[config.mk]
export PLATFORM = sky130hd
export DESIGN_NAME = scan_sequencer_flat
export DESIGN_NICKNAME = d
export VERILOG_FILES = /design/src/rtl/scan_sequencer_if.sv /design/src/rtl/scan_sequencer.sv /design/src/flat_wrapper.sv
export SDC_FILE = /design/constraint.sdc
export NUM_CORES = 1
export LEC_CHECK = 0
export BUFFER_PORTS_ARGS = -buffer_cell sky130_fd_sc_hd__buf_2
export CAP_MARGIN = 25
export CORE_MARGIN = 2
export CORE_UTILIZATION = 25
export DETAILED_ROUTE_END_ITERATION = 16
export PLACE_DENSITY_LB_ADDON = 0.12
export SYNTH_ARGS = -nofsm -noshare
export SYNTH_HDL_FRONTEND = slang
export SYNTH_SLANG_ARGS = --single-unit
export TNS_END_PERCENT = 50
[constraint.sdc]
create_clock -name clk -period 6.2 [get_ports clk]
set_input_delay 0.31 -clock clk [delete_from_list [all_inputs] [get_ports clk]]
set_output_delay 0.31 -clock clk [all_outputs]
set_load 0.02 [all_outputs]
[src/rtl/scan_sequencer_if.sv]
// rtl/scan_sequencer_if.sv - control/select bundle between scan_sequencer and its user
interface scan_sequencer_if #(
    parameter int N = 8,
    parameter int M = $clog2(N)
);
    logic         en;
    logic [N-1:0] mask;
    logic [M-1:0] sel;
    logic         active;
    logic         frame;

    modport master (output en, output mask, input sel, input active, input frame);
    modport slave  (input en, input mask, output sel, output active, output frame);
endinterface

[src/rtl/scan_sequencer.sv]
// rtl/scan_sequencer.sv - steps a line select through enabled lines with dwell/blank timing
module scan_sequencer #(
    parameter int N     = 8,
    parameter int M     = $clog2(N),
    parameter int DWELL = 1000,
    parameter int BLANK = 2
) (
    input  logic            clk,
    input  logic            rst,
    scan_sequencer_if.slave bus
);
    localparam int MAXC = (DWELL > BLANK) ? DWELL : BLANK;
    localparam int CW   = $clog2(MAXC + 1);
    localparam logic [CW-1:0] DWELL_LD = CW'(DWELL - 1);
    localparam logic [CW-1:0] BLANK_LD = CW'((BLANK > 0) ? BLANK - 1 : 0);

    typedef enum logic [1:0] {IDLE, SHOW, GAP} state_t;

    state_t         state_q, state_d;
    logic [M-1:0]   sel_q, sel_d;
    logic           active_q, active_d;
    logic           frame_q, frame_d;
    logic [CW-1:0]  cnt_q, cnt_d;

    logic [M-1:0]   low_idx;
    logic [M-1:0]   above_idx;
    logic           any_above;
    logic           mask_any;

    // Descending scan: the last hit is the lowest qualifying bit.
    always_comb begin
        low_idx   = '0;
        above_idx = '0;
        any_above = 1'b0;
        for (int i = N - 1; i >= 0; i--) begin
            if (bus.mask[i]) begin
                low_idx = M'(i);
                if (M'(i) > sel_q) begin
                    above_idx = M'(i);
                    any_above = 1'b1;
                end
            end
        end
    end

    assign mask_any = |bus.mask;

    always_comb begin
        logic do_next;
        state_d  = state_q;
        sel_d    = sel_q;
        active_d = active_q;
        frame_d  = 1'b0;
        cnt_d    = cnt_q;
        do_next  = 1'b0;

        if (!bus.en) begin
            state_d  = IDLE;
            active_d = 1'b0;
            cnt_d    = '0;
        end else begin
            case (state_q)
                IDLE: begin
                    active_d = 1'b0;
                    if (mask_any) begin
                        sel_d    = low_idx;
                        active_d = 1'b1;
                        cnt_d    = DWELL_LD;
                        state_d  = SHOW;
                    end
                end
                SHOW: begin
                    if (cnt_q != '0) begin
                        cnt_d = cnt_q - CW'(1);
                    end else if (BLANK > 0) begin
                        active_d = 1'b0;
                        cnt_d    = BLANK_LD;
                        state_d  = GAP;
                    end else begin
                        do_next = 1'b1;
                    end
                end
                GAP: begin
                    if (cnt_q != '0) begin
                        cnt_d = cnt_q - CW'(1);
                    end else begin
                        do_next = 1'b1;
                    end
                end
                default: begin
                    state_d  = IDLE;
                    active_d = 1'b0;
                end
            endcase

            // A wrap to the lowest line (even the same line) marks a new frame.
            if (do_next) begin
                if (!mask_any) begin
                    state_d  = IDLE;
                    active_d = 1'b0;
                    cnt_d    = '0;
                end else begin
                    sel_d    = any_above ? above_idx : low_idx;
                    frame_d  = ~any_above;
                    active_d = 1'b1;
                    cnt_d    = DWELL_LD;
                    state_d  = SHOW;
                end
            end
        end
    end

    always_ff @(posedge clk or posedge rst) begin
        if (rst) begin
            state_q  <= IDLE;
            sel_q    <= '0;
            active_q <= 1'b0;
            frame_q  <= 1'b0;
            cnt_q    <= '0;
        end else begin
            state_q  <= state_d;
            sel_q    <= sel_d;
            active_q <= active_d;
            frame_q  <= frame_d;
            cnt_q    <= cnt_d;
        end
    end

    assign bus.sel    = sel_q;
    assign bus.active = active_q;
    assign bus.frame  = frame_q;
endmodule
[src/flat_wrapper.sv]
// flat-port wrapper written by rule: the top's interface ports become plain ports
module scan_sequencer_flat 
#(
    parameter int N     = 8,
    parameter int M     = $clog2(N),
    parameter int DWELL = 1000,
    parameter int BLANK = 2
)
  (clk, rst, bus_en, bus_mask, bus_sel, bus_active, bus_frame);
  scan_sequencer_if #(.N(N), .M(M)) bus_i ();
  input  logic clk;
  input  logic rst;
  input wire logic [$bits(bus_i.en)-1:0] bus_en;
  input wire logic [$bits(bus_i.mask)-1:0] bus_mask;
  output wire logic [$bits(bus_i.sel)-1:0] bus_sel;
  output wire logic [$bits(bus_i.active)-1:0] bus_active;
  output wire logic [$bits(bus_i.frame)-1:0] bus_frame;
  assign bus_i.en = bus_en;
  assign bus_i.mask = bus_mask;
  assign bus_sel = bus_i.sel;
  assign bus_active = bus_i.active;
  assign bus_frame = bus_i.frame;
  scan_sequencer #(.N(N), .M(M), .DWELL(DWELL), .BLANK(BLANK)) u_core (.clk(clk), .rst(rst), .bus(bus_i));
endmodule
==> flow_summary.ini <==
[outcome]
status = finished clean

[clock_network]
cts-resized-gates = 0
cts_buffer_depth = 2
worstSkewPairLatency_ns = 0.26
postCtsSetupBuffers = 0
clk_pin_slew_ns = 0.08
cts_hold_buf = 0
cts-root-buf = clkbuf_8
numClockSinks = 17
tritoncts = done
numCtsBuffers = 3
htree_levels = 1

[grt]
grt_pass1_vias = 1333
grt_max_degree = 18
grt_overflow_total = 0
grt_pass1_wl_mm = 6.87
antenna_found_initial = 0
grt.total_usage = 0.132

[run]
cap_viol_max_count = 0

[drt]
routed_wl_mm = 3.92
first_pass_iters = 4
ant_nets = 0
viasPerCell = 5.40
drc = 0
wl_per_cell_um = 15.1
num_vias = 1399
detail_route.iter0.violations = 96

[final_layout]
fill_cells = 652
final_common_cell = dfrtp_1
final_cell_mix = dfrtp_1 (17), buf_2 (15), nand2_1 (14)
syn2layout_area_growth_pct = 10.4
diodes = 0
nets = 201
stdcell_area_um2 = 1660
drive_gt1_frac = 0.207

[floorplan]
core_um2 = 5890
die_y_um = 81.6
start_util = 0.256
ioPinCount = 16
die_area_um2 = 6660
rows = 28
chipWidth_um = 81.6

[logic_synthesis]
synth_edf_count = 0
synth_nets = 191
yosysWarningCount = 0
yosysTopAreaCellShare = 0.283
synth.largest_area_cell = dfrtp_1
ys.flop_type = dfrtp_1
yosysSeqAreaShare = 0.283
syn_area_um2 = 1510
ys_async_sr_fraction = 1.00
synth_seq_cells = 17
synthCells = 175
synth-xor-area-share = 0
synth_top_family_by_area = compound AO/OA/AOI/OAI gates
muxShareOfSynthArea = 0.0133
synth-compound-area-share = 0.360
synthAdderAreaFrac = 0.0416
avgSynthCellArea_um2 = 8.60
synthDistinctLibCells = 58
synth_area_leaders = dfrtp_1 (28%), ha_1 (4.2%), a21oi_1 (4.0%)
synthSimpleGateAreaFrac = 0.239

[timing]
worst_slack_ns = 3.94
rsz0062_at_grt = no
fin_crit_ns = 2.26
hold_viol = 0
finClkSkew_ns = 0.00778
timing.final.crit_share = 0.365
final_max_slew_viol_count = 0
setup-violations-final = 0
tns_ns = 0
max_clock_freq_mhz = 442
relSlewSlack = 0.548
worst_slew_pin_slew_ns = 0.677

[setup_path]
path_delay_family = simple AND/OR/NAND/NOR gates
crit_chain = inv_1 > ha_1 > or4b_1 > o31ai_4 > nor2_1 > o311ai_0 > o211ai_1
cp_slowest_cell = or4b_1
start_kind = flop
crit_type = reg -> reg
arrival_ns = 2.38
cp.required_ns = 6.32
cp_max_fo = 7
end_kind = flop
critical-path-max-stage-delay_ns = 0.62
path_buf_inv = 1

[min_path]
hold_class = in -> async

[placement]
routabilityCongestion = 0.847
dpl_worst_slack_ns = 3.95
hpwlAfterDp_mm = 2.89
portBuffers = 15
placedInstanceArea_um2 = 1620

[power_and_ir_drop]
power_density_nw_per_um2 = 452
ir_drop_v = 0.000147
cellLeakagePower_nw = 0.642
through the flow:
stage,util,hold WS [ns],power [mW],std cells
global route,0.282,0.211,0.833,259
finish,0.282,0.137,0.750,259
floorplan,-,0.236,0.569,175
detailed placement,0.274,0.457,0.665,255
global placement,0.274,0.454,0.666,255
CTS,0.282,0.170,0.757,259
layer usage:
layer  track usage  routed length (µm)
met2         0.192                1670
met5             0                   0
met3        0.0231                 160
met4        0.0300                  33
met1         0.201                2050
final timing paths:
check | startpoint | end | slack [ns] | depth (start not counted)
max in group asynchronous | rst | u_core.bus.sel[0] | 5.63 | 2
worst min-delay path | rst | u_core.bus.sel[2] | 0.14 | 2
worst max-delay path | u_core.cnt_q[0] | u_core.cnt_q[3] | 3.94 | 7
min in group clk | bus_en | u_core.cnt_q[0] | 0.46 | 3
worst min register to register | u_core.bus.active | u_core.bus.active | 0.53 | 2
worst max register to register | u_core.cnt_q[0] | u_core.cnt_q[3] | 3.94 | 7
worst reg2reg max path: stages, from the launching register on:
cell      delay [ns]
dfrtp_1         0.40
inv_1           0.08
ha_1            0.19
or4b_1          0.62
o31ai_4         0.44
nor2_1          0.14
o311ai_0        0.12
o211ai_1        0.13
logic make-up after synthesis:
kind of cell | Yosys count
compound gates | 70
simple gates | 61
buf+inv | 20
flops | 17
fa+ha+maj | 5
mux | 2
cell usage after synthesis (3+ instances only):
library cell	number
o211ai_1	4
nor2_1	11
o31ai_1	5
a22o_1	5
inv_1	10
a21boi_0	3
ha_1	5
dfrtp_1	17
nor3_1	5
o21ai_1	4
o21ai_0	8
nor4_2	3
clkbuf_1	4
nand2_1	14
or4_1	3
a21oi_1	12
nand2b_1	3
nor2b_1	4
or2_2	3
o21bai_1	3
sequential cells by signal (all words and copies together) (netlist names):
register / cells
u_core.cnt_q: 10
u_core.bus.sel: 3
u_core.bus.active: 1
u_core.bus.frame: 1
u_core.state_q: 2
area by class of cell:
cell class / count / area (µm²) / area share
Inverter: 10 / 37.5 / 0.0226
Tap cell: 75 / 93.8 / 0.0565
Multi-Input combinational cell: 138 / 983 / 0.592
Sequential cell: 17 / 425 / 0.256
Timing Repair Buffer: 15 / 75.1 / 0.0452
Clock buffer: 3 / 41.3 / 0.0248
Clock inverter: 1 / 5.00 / 0.00301
report_power, final:
part | total, mW | leakage (nW) | switching [mW] | internal (mW)
clock network | 0.0876 | 0.0255 | 0.0429 | 0.0447
registers | 0.214 | 0.220 | 0.0631 | 0.151
logic | 0.448 | 0.396 | 0.261 | 0.187
No activity file was read; power rests on OpenSTA's default activity.
